--- src/rtl/gray_pkg.sv ---
// gray_pkg: Gray/binary conversion helpers shared by the counter and the decode stage
package gray_pkg;
  localparam int DEFAULT_WIDTH = 4;
  function automatic logic [31:0] bin_to_gray(input logic [31:0] b);
    return b ^ (b >> 1);
  endfunction
  function automatic logic [31:0] gray_to_binary(input logic [31:0] g);
    logic [31:0] b;
    b[31] = g[31];
    for (int i = 30; i >= 0; i--) b[i] = b[i+1] ^ g[i];
    return b;
  endfunction
endpackage

--- src/rtl/gray_counter_if.sv ---
// gray_counter_if: control and Gray output bundle of the counter
interface gray_counter_if #(parameter int WIDTH = 4);
  logic             i_clr;
  logic             i_load;
  logic [WIDTH-1:0] i_load_bin;
  logic             i_en;
  logic             i_up;
  logic [WIDTH-1:0] o_gray;
  logic             o_valid;
  logic             o_wrap;
  modport master (output i_clr, i_load, i_load_bin, i_en, i_up, input o_gray, o_valid, o_wrap);
  modport slave  (input i_clr, i_load, i_load_bin, i_en, i_up, output o_gray, o_valid, o_wrap);
endinterface

--- src/rtl/gray_counter.sv ---
// gray_counter: up/down counter with registered Gray output, wrap or saturate at terminal count
module gray_counter import gray_pkg::*; #(
  parameter int WIDTH     = DEFAULT_WIDTH,
  parameter bit WRAP_MODE = 1'b1
) (
  input  logic           i_clk,
  input  logic           i_rst_n,
  gray_counter_if.slave  bus
);
  localparam logic [WIDTH-1:0] MAX = '1;
  logic [WIDTH-1:0] r_bin, r_gray, w_lim, w_step, w_next;
  logic             r_valid, r_wrap, w_at_lim, w_wrap;
  always_comb begin
    w_lim    = bus.i_up ? MAX : '0;
    w_step   = bus.i_up ? r_bin + WIDTH'(1) : r_bin - WIDTH'(1);
    w_at_lim = r_bin == w_lim;
    w_next   = bus.i_clr ? '0 : bus.i_load ? bus.i_load_bin : !bus.i_en ? r_bin :
               (w_at_lim && !WRAP_MODE) ? r_bin : w_step;
    // saturating mode flags only the step that lands on the limit, not the hold after it
    w_wrap   = !bus.i_clr && !bus.i_load && bus.i_en &&
               (WRAP_MODE ? w_at_lim : (!w_at_lim && w_step == w_lim));
  end
  always_ff @(posedge i_clk or negedge i_rst_n) begin
    if (!i_rst_n) begin
      r_bin   <= '0;
      r_gray  <= '0;
      r_valid <= 1'b0;
      r_wrap  <= 1'b0;
    end else begin
      r_bin   <= w_next;
      r_gray  <= WIDTH'(bin_to_gray(32'(w_next)));
      r_valid <= 1'b1;
      r_wrap  <= w_wrap;
    end
  end
  assign bus.o_gray  = r_gray;
  assign bus.o_valid = r_valid;
  assign bus.o_wrap  = r_wrap;
endmodule

--- src/flat_wrapper.sv ---
// flat-port wrapper written by rule: the top's interface ports become plain ports
module gray_counter_flat import gray_pkg::*;
#(
  parameter int WIDTH     = DEFAULT_WIDTH,
  parameter bit WRAP_MODE = 1'b1
)
  (i_clk, i_rst_n, bus_i_clr, bus_i_load, bus_i_load_bin, bus_i_en, bus_i_up, bus_o_gray, bus_o_valid, bus_o_wrap);
  gray_counter_if #(.WIDTH(WIDTH)) bus_i ();
  input  logic i_clk;
  input  logic i_rst_n;
  input wire logic [$bits(bus_i.i_clr)-1:0] bus_i_clr;
  input wire logic [$bits(bus_i.i_load)-1:0] bus_i_load;
  input wire logic [$bits(bus_i.i_load_bin)-1:0] bus_i_load_bin;
  input wire logic [$bits(bus_i.i_en)-1:0] bus_i_en;
  input wire logic [$bits(bus_i.i_up)-1:0] bus_i_up;
  output wire logic [$bits(bus_i.o_gray)-1:0] bus_o_gray;
  output wire logic [$bits(bus_i.o_valid)-1:0] bus_o_valid;
  output wire logic [$bits(bus_i.o_wrap)-1:0] bus_o_wrap;
  assign bus_i.i_clr = bus_i_clr;
  assign bus_i.i_load = bus_i_load;
  assign bus_i.i_load_bin = bus_i_load_bin;
  assign bus_i.i_en = bus_i_en;
  assign bus_i.i_up = bus_i_up;
  assign bus_o_gray = bus_i.o_gray;
  assign bus_o_valid = bus_i.o_valid;
  assign bus_o_wrap = bus_i.o_wrap;
  gray_counter #(.WIDTH(WIDTH), .WRAP_MODE(WRAP_MODE)) u_core (.i_clk(i_clk), .i_rst_n(i_rst_n), .bus(bus_i));
endmodule
--- config.mk ---
export PLATFORM = sky130hd
export DESIGN_NAME = gray_counter_flat
export DESIGN_NICKNAME = d
export VERILOG_FILES = /design/src/rtl/gray_pkg.sv /design/src/rtl/gray_counter_if.sv /design/src/rtl/gray_counter.sv /design/src/flat_wrapper.sv
export SDC_FILE = /design/constraint.sdc
export NUM_CORES = 1
export LEC_CHECK = 0
export BUFFER_PORTS_ARGS = -buffer_cell sky130_fd_sc_hd__buf_2
export CAP_MARGIN = 20
export CORE_AREA = 4 4 41 43
export DETAILED_ROUTE_END_ITERATION = 16
export DIE_AREA = 0 0 45 47
export PLACE_DENSITY = 0.68
export SYNTH_ARGS = -nofsm -noshare
export SYNTH_HDL_FRONTEND = slang
export SYNTH_SLANG_ARGS = --single-unit
export TNS_END_PERCENT = 50
--- constraint.sdc ---
create_clock -name i_clk -period 1.94 [get_ports i_clk]
set_input_delay 0.194 -clock i_clk [delete_from_list [all_inputs] [get_ports i_clk]]
set_output_delay 0.194 -clock i_clk [all_outputs]
set_load 0.01 [all_outputs]
# Word-level counts from Yosys, hierarchy flattened
# Cells that the tools add are included.
# totals
regBits	10
in_bits	10
output_inout_bits	6
elab_cells	18
# classes
add_sub_neg	2
n_eq_ne	1
muxes	5
bitwise_logic	1
reduce_logical	5
# ops
cell	n
$mux W4	5
$add A4 B1 Y4 const B	1
$eq A4 B4 Y1	1
$sub A4 B1 Y4 const B	1
$xor A4 B3 Y4	1
$logic_and A1 B1 Y1	3
$logic_not A1 Y1	2

# Logic depth before layout (Yosys ltp)
# Gate-level depths: netlist of run 1.
# depth
ltp_word	6
mapped_depth	6
depth_no_buf	6

# Least setup slack after synthesis of run 1
# No wires, ideal clock.
# synth_path
kind	reg2reg
from	register u_core.r_bin[0]
to	register u_core.r_gray[2] (netlist: u_core.bus.o_gray[2])
setup_ns	0.125
t_arrival_ns	1.638
required_time_ns	1.815
path_slack_ns	0.176
path_stages_with_launch	7
path_buffers	0
synth_period_minus_slack_ns	1.764
cell_sequence	dfrtp_1 > inv_1 > fa_1 > xnor2_1 > a211oi_1 > nor3_1 > mux2_4
# synth_via
elab_chain_len	6
elab_cells_between_ends	7
cone_classes	2 x add/sub; 4 x mux; 1 x bitwise
# synth_rtl
item	line_no	rtl
start: declaration	gray_counter.sv:11	logic [WIDTH-1:0] r_bin, r_gray, w_lim, w_step, w_next;
start signal: assignment	gray_counter.sv:30	r_bin <= w_next;
$sub A4 B1 Y4 or $add A4 B1 Y4 (tied branches)	gray_counter.sv:15	w_step = bus.i_up ? r_bin + WIDTH'(1) : r_bin - WIDTH'(1);
$mux W4 (*)	gray_counter.sv:15	
$mux W4 (*) (3 in series)	gray_counter.sv:17	w_next = bus.i_clr ? '0 : bus.i_load ? bus.i_load_bin : !bus.i_en ? r_bin :
named net u_core.w_next[2]	gray_counter.sv:11	
$xor A4 B3 Y4 (*)	gray_pkg.sv:5	return b ^ (b >> 1);
end signal: assignment	gray_counter.sv:31	r_gray <= WIDTH'(bin_to_gray(32'(w_next)));
end: declaration	gray_counter.sv:11	
# The timed path passes the listed nets; every way through them passes the cells marked *.

# Worst setup path in the final report of run 1
# layout_path
from	register u_core.r_bin[1]
to	register u_core.r_gray[2] (netlist: u_core.bus.o_gray[2])
# The elaborated chain is that of the path after synthesis.

==> results, run 1 <==
- The clock tree buffer depth is 2.
- The max-slew violation count is 0.
- The via count of the first global-routing pass is between 400 and 500.
- The post-detailed-placement half-perimeter wirelength is about 960 um.
- The simple-gate share of the synthesized area is a little under a fifth.
- The die covers ~2100 um^2.
- Dividing the detail-routed via count by the number of cells gives approximately 5.3.
- The category of cells accounting for the largest share of critical-path delay is adder cells.
- The maximum net fanout on the critical path is 3.
- Pin placement for this block handled 16 I/O pins.
- At the end of the flow, the number of nets in the layout was 88.
- The tool flagged a number of max-cap violations equal to 0.
- The worst clock skew is between 0.01 and 0.015 ns.
- The Yosys step of the flow raised 0 warnings.
- The number of synthesized register bits is 9.
- The async set-or-reset flop fraction in the synthesized netlist is 100.0%.
- The initial antenna violation count was 0.
- Summing the areas of all xor and xnor instances in the mapped netlist gives between 6 and 7% of the synthesized area.
- The cell at the root of the clock tree is sky130_fd_sc_hd__clkbuf_4.
- The data arrival time of the worst path is a little under 2 ns.
- The cell area after layout is about 700 um^2.
- The number of buffers created by CTS is 3.
- In the synthesized netlist, the number of instances is 54.
- Setup violations remaining at the end of the flow were counted as 0.
- In this run, post-CTS repair resized a total of 0 instances.
- Timing would allow up to about 550 MHz.
- The net count after synthesis is 67.
- The clock period minus worst slack is ~1.8 ns.
- The tightest hold path in the finished design has a slack of 0.1943 ns.
- Among all flip-flop cells after synthesis, the most frequent one is sky130_fd_sc_hd__dfrtp_1.
- The multi-input gate area in the final layout is 302.8 um^2.
- From synthesis to final layout, the design area changed by 21.26%.
- The flow ran to the end, and the final reports show no timing, DRC or antenna violations.
- The dominant combinational cell family by area after synthesis is simple AND/OR/NAND/NOR gates.
- The average cell area after synthesis is between 10 and 15 um^2.
- The critical path goes through inv_1 -> fa_1 -> xnor2_1 -> a211oi_1 -> nor3_1 -> mux2_4.
- Summing over every cut layer, the via total after detailed routing is approximately 470.
- Summed over all layers, the routed wires come to between 1000 and 1500 um.
- Counting both buffers and inverters, the worst setup path holds a total of 1.
- The adder and majority gate portion of the synthesized area is 7.809%.
- Buffers placed on the I/O ports in this run total 15.
- Setup repair after global routing left no endpoint under its margin.
- The area inside the core boundary is around 1300 um^2.
- The worst setup path is captured at a register.
- The first-pass iteration count of the detailed router is 4.
- The static leakage is around 0.36 nW.
- Clock tree synthesis found a total of 9 sinks.
- Yosys mapped a number of flops with a built-in enable equal to 0.
- The setup TNS after final layout is 0 ns.
- The DRC violation count after routing is 0.
- The clock insertion delay at the later pin of the skew report is approximately 0.26 ns.
- The number of endpoints with negative hold slack in the final report is 0.
- The largest single stage delay on the critical path is ~0.39 ns.
- In the final layout, the share of cells above drive strength 1 is around 36%.
- After synthesis, the largest area contributor takes up 39.05% of total cell area.
- For this block, the initial DRC count from the detailed router was 3.
- The most frequently used cell type in the post-synthesis netlist is sky130_fd_sc_hd__dfrtp_1.
- The remaining number of nets flagged by the antenna check after routing is 0.
- VDD sags by at most 322.6 uV.
- The clock-pin slew reported for the worst setup and hold paths after clock tree synthesis is about 0.08 ns.
- STA puts the critical path data required time at 2.09 ns.
- Power spread over the standard cell area amounts to 713.0 nW/um^2.
- The die is between 40 and 50 um wide.
- After synthesis, the share of cell area in mux cells is under 10%.
- The instance area at placement is 663.1 um^2.
- Once the clock tree was built, the setup fixing pass inserted 0 buffers.
- At the end of routability-driven placement, the weighted congestion stood at slightly above 0.8.
- The row count is 13.
- Summing the areas of all compound-gate instances in the mapped netlist gives between 10% and 20% of the synthesized area.
- TritonCTS built the clock tree.
- The die is between 40 and 50 um tall.
- The critical path is of the register to register type.
- The element type at the critical path start is a register.
- The count of cell types in the netlist is 32.
- The post-layout total power is roughly 0.5 mW.
- The maximum number of pins on one net before global-route repair is 12.
- The global-route wire length before repair is about 2100 um.
- The remaining global-route overflow is 0.
- Cells fill 53.75% of the core in the end.
- The standard cell with the maximum stage delay on the critical path is sky130_fd_sc_hd__fa_1.
- By count the netlist is led by 9 x sky130_fd_sc_hd__dfrtp_1, 5 x sky130_fd_sc_hd__inv_1, 3 x sky130_fd_sc_hd__nor2_1, 3 x sky130_fd_sc_hd__xnor2_1.
- The leading area contributor after synthesis is sky130_fd_sc_hd__dfrtp_1.
- Yosys attributes the largest share of cell area to sky130_fd_sc_hd__dfrtp_1 39%, sky130_fd_sc_hd__xnor2_1 4.6%, sky130_fd_sc_hd__ha_1 4.3%.
- The sequential cells in the finished layout cover a total of about 230 um^2.
- The repair_antennas step left the layout with diodes totalling 0.
- The H-tree depth is 1.
- The total global routing track utilization is 14.30%.
- The sequential fraction of the synthesis area is around two fifths.
- The area of the mapped netlist is between 500 and 600 um^2.
- After filler insertion, the fill cell instance count of the layout stands at 138.
- The final period utilization is 94.18%.
- The initial utilization of the core area, before any placement, comes to 44.33%.
- The class of the most critical hold timing path is primary input to register.
- The average wire per standard cell is between 10 and 15 um.
logic make-up after synthesis:
group / Yosys count
multiplexers: 3
AO/OA/AOI/OAI: 10
other: 1
buffers and inverters: 8
adder cells (fa/ha/maj): 3
XOR/XNOR: 4
flip-flops: 9
AND/OR/NAND/NOR: 16
flip-flops by register name, summed over array words and instances (netlist names):
signal and count:
u_core.bus.o_valid 1, u_core.r_bin 4, u_core.bus.o_gray 3, u_core.bus.o_wrap 1
layout by cell type, fill, tap and decap left out:
cell type                       Yosys  final
sky130_fd_sc_hd__xor2_1             1      1
sky130_fd_sc_hd__mux2i_1            2      2
sky130_fd_sc_hd__conb_1             1      1
sky130_fd_sc_hd__o21ba_2            1      1
sky130_fd_sc_hd__nand3_2            1      1
sky130_fd_sc_hd__buf_4              1      3
sky130_fd_sc_hd__clkbuf_1           0      1
sky130_fd_sc_hd__or4b_1             1      1
sky130_fd_sc_hd__a211oi_1           1      1
sky130_fd_sc_hd__a221o_1            1      1
sky130_fd_sc_hd__xnor2_1            3      3
sky130_fd_sc_hd__nor3_1             1      1
sky130_fd_sc_hd__dfrtp_1            9      9
sky130_fd_sc_hd__a21o_2             1      1
sky130_fd_sc_hd__nand3_1            2      2
sky130_fd_sc_hd__ha_1               2      2
sky130_fd_sc_hd__a22oi_1            1      1
sky130_fd_sc_hd__nor2_1             3      3
sky130_fd_sc_hd__or3_1              1      1
sky130_fd_sc_hd__clkbuf_4           0      3
sky130_fd_sc_hd__a21oi_1            2      2
sky130_fd_sc_hd__mux2_4             1      1
sky130_fd_sc_hd__nand3b_1           1      1
sky130_fd_sc_hd__dlygate4sd3_1      0      1
sky130_fd_sc_hd__o211ai_1           1      1
sky130_fd_sc_hd__and2b_2            2      2
sky130_fd_sc_hd__fa_1               1      1
sky130_fd_sc_hd__nor4bb_1           1      1
sky130_fd_sc_hd__a31oi_1            1      1
sky130_fd_sc_hd__nor3b_1            1      1
sky130_fd_sc_hd__o2bb2ai_1          1      1
sky130_fd_sc_hd__inv_1              5      5
sky130_fd_sc_hd__buf_2              0     15
sky130_fd_sc_hd__nand2b_1           1      1
sky130_fd_sc_hd__nand4_1            1      1
repair_timing:
item,CTS,global route
hold endpoints to repair,9,0
hold buffers,1,0
setup endpoints to repair,0,0
routing by layer:
layer	vias to the layer above	global-route usage, %	share of wire [%]
met1	229	16.90	40
met4	0	5.848	0.65
li1	232	-	-
met3	2	2.682	4.1
met2	9	25.42	55
met5	-	0	0
power breakdown:
part	internal (mW)	total [mW]	switching (mW)
logic	0.0663	0.137	0.0704
registers	0.206	0.213	0.00670
clock network	0.0791	0.149	0.0700
total	0.352	0.499	0.147
path summary, 6_finish.rpt:
path	start	end	slack (ns)	cells after the start
max	u_core.r_bin[1]$_DFF_PN0_	u_core.bus.o_gray[2]$_DFF_PN0_	0.11	6
min	bus_i_clr	u_core.r_bin[3]$_DFF_PN0_	0.19	2
max reg2reg	u_core.r_bin[1]$_DFF_PN0_	u_core.bus.o_gray[2]$_DFF_PN0_	0.11	6
min reg2reg	u_core.r_bin[0]$_DFF_PN0_	u_core.bus.o_wrap$_DFF_PN0_	0.66	3
max in group asynchronous	i_rst_n	u_core.r_bin[0]$_DFF_PN0_	1.44	2
min in group asynchronous	i_rst_n	u_core.bus.o_wrap$_DFF_PN0_	0.30	2
metrics by stage:
stage               instances  worst slack (ns)
floorplan                  54            0.1764
global placement           84           0.07674
detailed placement         84           0.05360
CTS                        89           0.09908
global route               89           0.01640
finish                     89            0.1128
cell type report:
| cell class | count | area share [%] |
|---|---|---|
| clock buffers | 4 | 3.757 |
| inverters | 5 | 2.683 |
| multi-input cells | 37 | 43.29 |
| flip-flops and latches | 9 | 32.20 |
| well taps | 15 | 2.683 |
| repair buffers | 19 | 15.38 |
No activity file was read; power rests on OpenSTA's default activity.
==> inputs of run 2 (changes only) <==
- CTS_BUF_LIST: unset -> sky130_fd_sc_hd__clkbuf_4 sky130_fd_sc_hd__clkbuf_8 sky130_fd_sc_hd__clkbuf_16
==> run 2 against run 1 <==
Effect of this change: total power grew 2.7%; sequential power is essentially flat; via count is the same; count of clock-buffer cells in the layout is the same; worst hold slack is the same; largest power group unchanged; largest cell class unchanged; critical path depth is the same; sequential share of layout area shrank 0.17 points; register-to-register slack is essentially flat; clock power grew 9%; non-clock buffer count is the same.
==> results, run 2 (same netlist as run 1, synthesis figures left out) <==
- The run finished with clean final reports.
- The total global routing track utilization was 14.30% (unchanged).
- The final setup violation count is 0 (unchanged).
- The vertical extent of the die is 47 um (unchanged).
- The area inside the core boundary was 1301 um^2 (unchanged).
- The DRC violation count after routing is 0 (unchanged).
- The number of endpoints with negative hold slack in the final report is 0 (unchanged).
- The area used by sequential logic in the layout was 225.2 um^2 (unchanged).
- The setup TNS after final layout is 0 ns (unchanged).
- The initial antenna violation count is 0 (unchanged).
- The average wire per standard cell is 13.90 um (-0.16%).
- The total detailed-routing wirelength came to 1237 um (-0.16%).
- The number of cells traversed by the worst hold path is 2 (unchanged).
- The number of vias after detailed routing was 472 (unchanged).
- The relative area change from synthesis to final layout is 21.91%.
- STA classifies the critical path endpoint as a register.
- The die outline area came to 2115 um^2 (unchanged).
- The starting density of the core is 44.33% (unchanged).
- The post-detailed-placement half-perimeter wirelength is 959.7 um (unchanged).
- The worst clock skew is 0.01413 ns (-0.0003379 ns).
- The clock-pin slew reported for the worst setup and hold paths after clock tree synthesis was 0.08 ns (about the same).
- In this design, the largest share of critical-path delay is due to adder cells.
- The element type at the critical path start is a register.
- The critical path required time was 2.09 ns (about the same).
- TritonCTS built the clock tree.
- The multi-input gate area in the final layout is 302.8 um^2 (unchanged).
- The hold slack is 0.1943 ns (unchanged).
- The worst setup path is of the register to register kind.
- The number of cells on the critical path is 6 (unchanged).
- Leaving out fill and tap cells, the most frequent cell in the layout is sky130_fd_sc_hd__buf_2.
- The signal on the critical path passes through inv_1 -> fa_1 -> xnor2_1 -> a211oi_1 -> nor3_1 -> mux2_4.
- The highest clock rate was 547.3 MHz (about the same).
- The min-delay analysis places its worst path in the category primary input to register.
- The maximum net fanout on the critical path was 3 (unchanged).
- The maximum number of pins on one net before global-route repair is 12 (unchanged).
- For this design, the slowest cell found on the critical path is sky130_fd_sc_hd__fa_1.
- The clock insertion delay at the later pin of the skew report is 0.26 ns (about the same).
- Counting flops per register, the top entry is u_core.r_bin.
- The remaining global-route overflow is 0 (unchanged).
- The number of vias per cell is 5.303 (unchanged).
- The number of sinks handled by clock tree synthesis is 9 (unchanged).
- The H-tree depth is 1 (unchanged).
- The number of buffers added for setup after CTS is 0 (unchanged).
- The first-pass iteration count of the detailed router is 4 (unchanged).
- The via count of the first global-routing pass is 485 (unchanged).
- The total of fill cells in the finished design is 136 (-1.4%).
- The cell at the root of the clock tree is sky130_fd_sc_hd__clkbuf_4.
- The chip width is 45 um (unchanged).
- The global-route wire length before repair is 2132 um (unchanged).
- The static leakage is 0.3609 nW (+0.96%).
- The max-capacitance violation count is 0 (unchanged).
- The delay of the slowest cell on the worst path is 0.39 ns (about the same).
- The number of nets in the layout is 88 (unchanged).
- The logic depth of the worst register-to-register path was 6 (unchanged).
- The number of buffers created by CTS was 3 (unchanged).
- The layout cell share with drive strength beyond 1 was 37.84% (+1.4 points).
- The library cells used most frequently in the layout, excluding fill and tap cells, are 15 x sky130_fd_sc_hd__buf_2, 9 x sky130_fd_sc_hd__dfrtp_1, 5 x sky130_fd_sc_hd__inv_1, 4 x sky130_fd_sc_hd__clkbuf_4.
- The number of violations reported at the end of detailed-routing iteration 0 is 3 (unchanged).
- The number of buffers added on ports is 15 (unchanged).
- The remaining number of nets flagged by the antenna check after routing is 0 (unchanged).
- The clock tree buffer depth is 2 (unchanged).
- The final period utilization is 94.18% (about the same).
- The row count is 13 (unchanged).
- The worst vdd rail ir drop is 322.7 uV (about the same).
- The data arrival time of the worst path is 1.98 ns (about the same).
- The final antenna diode count is 0 (unchanged).
- Setup repair after global routing left no endpoint under its margin.
- The number of primary I/O pins is 16 (unchanged).
- The cts-stage hold buffer count came to 1 (unchanged).
- The number of flip-flops under the largest register name is 4 (unchanged).
- The post-cts sizing count is 0 (unchanged).
- The count of buffering cells on the critical path with inverters included came to 1 (unchanged).
- The power density normalized to cell area is 728.7 nW/um^2 (+2.2%).
- The clock period minus worst slack is 1.827 ns (-0.0001490 ns).
- The placer congestion estimate is 0.8131 (unchanged).
- The max-slew violation count was 0 (unchanged).
## run 2: final cells by class
| type | count | share of cell area [%] |
|---|---|---|
| multi-input cells | 37 | 43.06 |
| flip-flops and latches | 9 | 32.03 |
| repair buffers | 19 | 15.30 |
| clock buffers | 4 | 4.270 |
| inverters | 5 | 2.669 |
| well taps | 15 | 2.669 |
## run 2: where the power goes
group | switching [mW] | internal, mW
clock network | 0.0697 | 0.0931
logic | 0.0704 | 0.0663
registers | 0.00670 | 0.206
total | 0.147 | 0.365
## run 2: path summary, 6_finish.rpt
path | start | to | slack [ns]
min in group asynchronous | i_rst_n | u_core.bus.o_wrap$_DFF_PN0_ | 0.30
worst max-delay path | u_core.r_bin[1]$_DFF_PN0_ | u_core.bus.o_gray[2]$_DFF_PN0_ | 0.11
worst min register to register | u_core.r_bin[0]$_DFF_PN0_ | u_core.bus.o_wrap$_DFF_PN0_ | 0.66
worst max register to register | u_core.r_bin[1]$_DFF_PN0_ | u_core.bus.o_gray[2]$_DFF_PN0_ | 0.11
max in group asynchronous | i_rst_n | u_core.r_bin[0]$_DFF_PN0_ | 1.44
worst min-delay path | bus_i_clr | u_core.r_bin[3]$_DFF_PN0_ | 0.19
## run 2: metrics by stage
step | cell area, um^2 | instances | power, mW | utilization (%) | setup slack [ns]
6_report | 703.2 | 89 | 0.5124 | 54.04 | 0.1130
5_1_grt | 703.2 | 89 | 0.5487 | 54.04 | 0.01650
4_1_cts | 703.2 | 89 | 0.5213 | 54.04 | 0.09919
3_5_place_dp | 663.1 | 84 | 0.3525 | 50.96 | 0.05360
3_3_place_gp | 663.1 | 84 | 0.3468 | 50.96 | 0.07674
2_1_floorplan | 576.8 | 54 | 0.3066 | - | 0.1764
## run 2: per-layer routing
layer / vias up / global-route usage (%) / share of wire [%]
li1: 232 / - / -
met1: 229 / 16.90 / 40
met2: 9 / 25.42 / 55
met3: 2 / 2.682 / 4.1
met4: 0 / 5.848 / 0.65
met5: - / 0 / 0
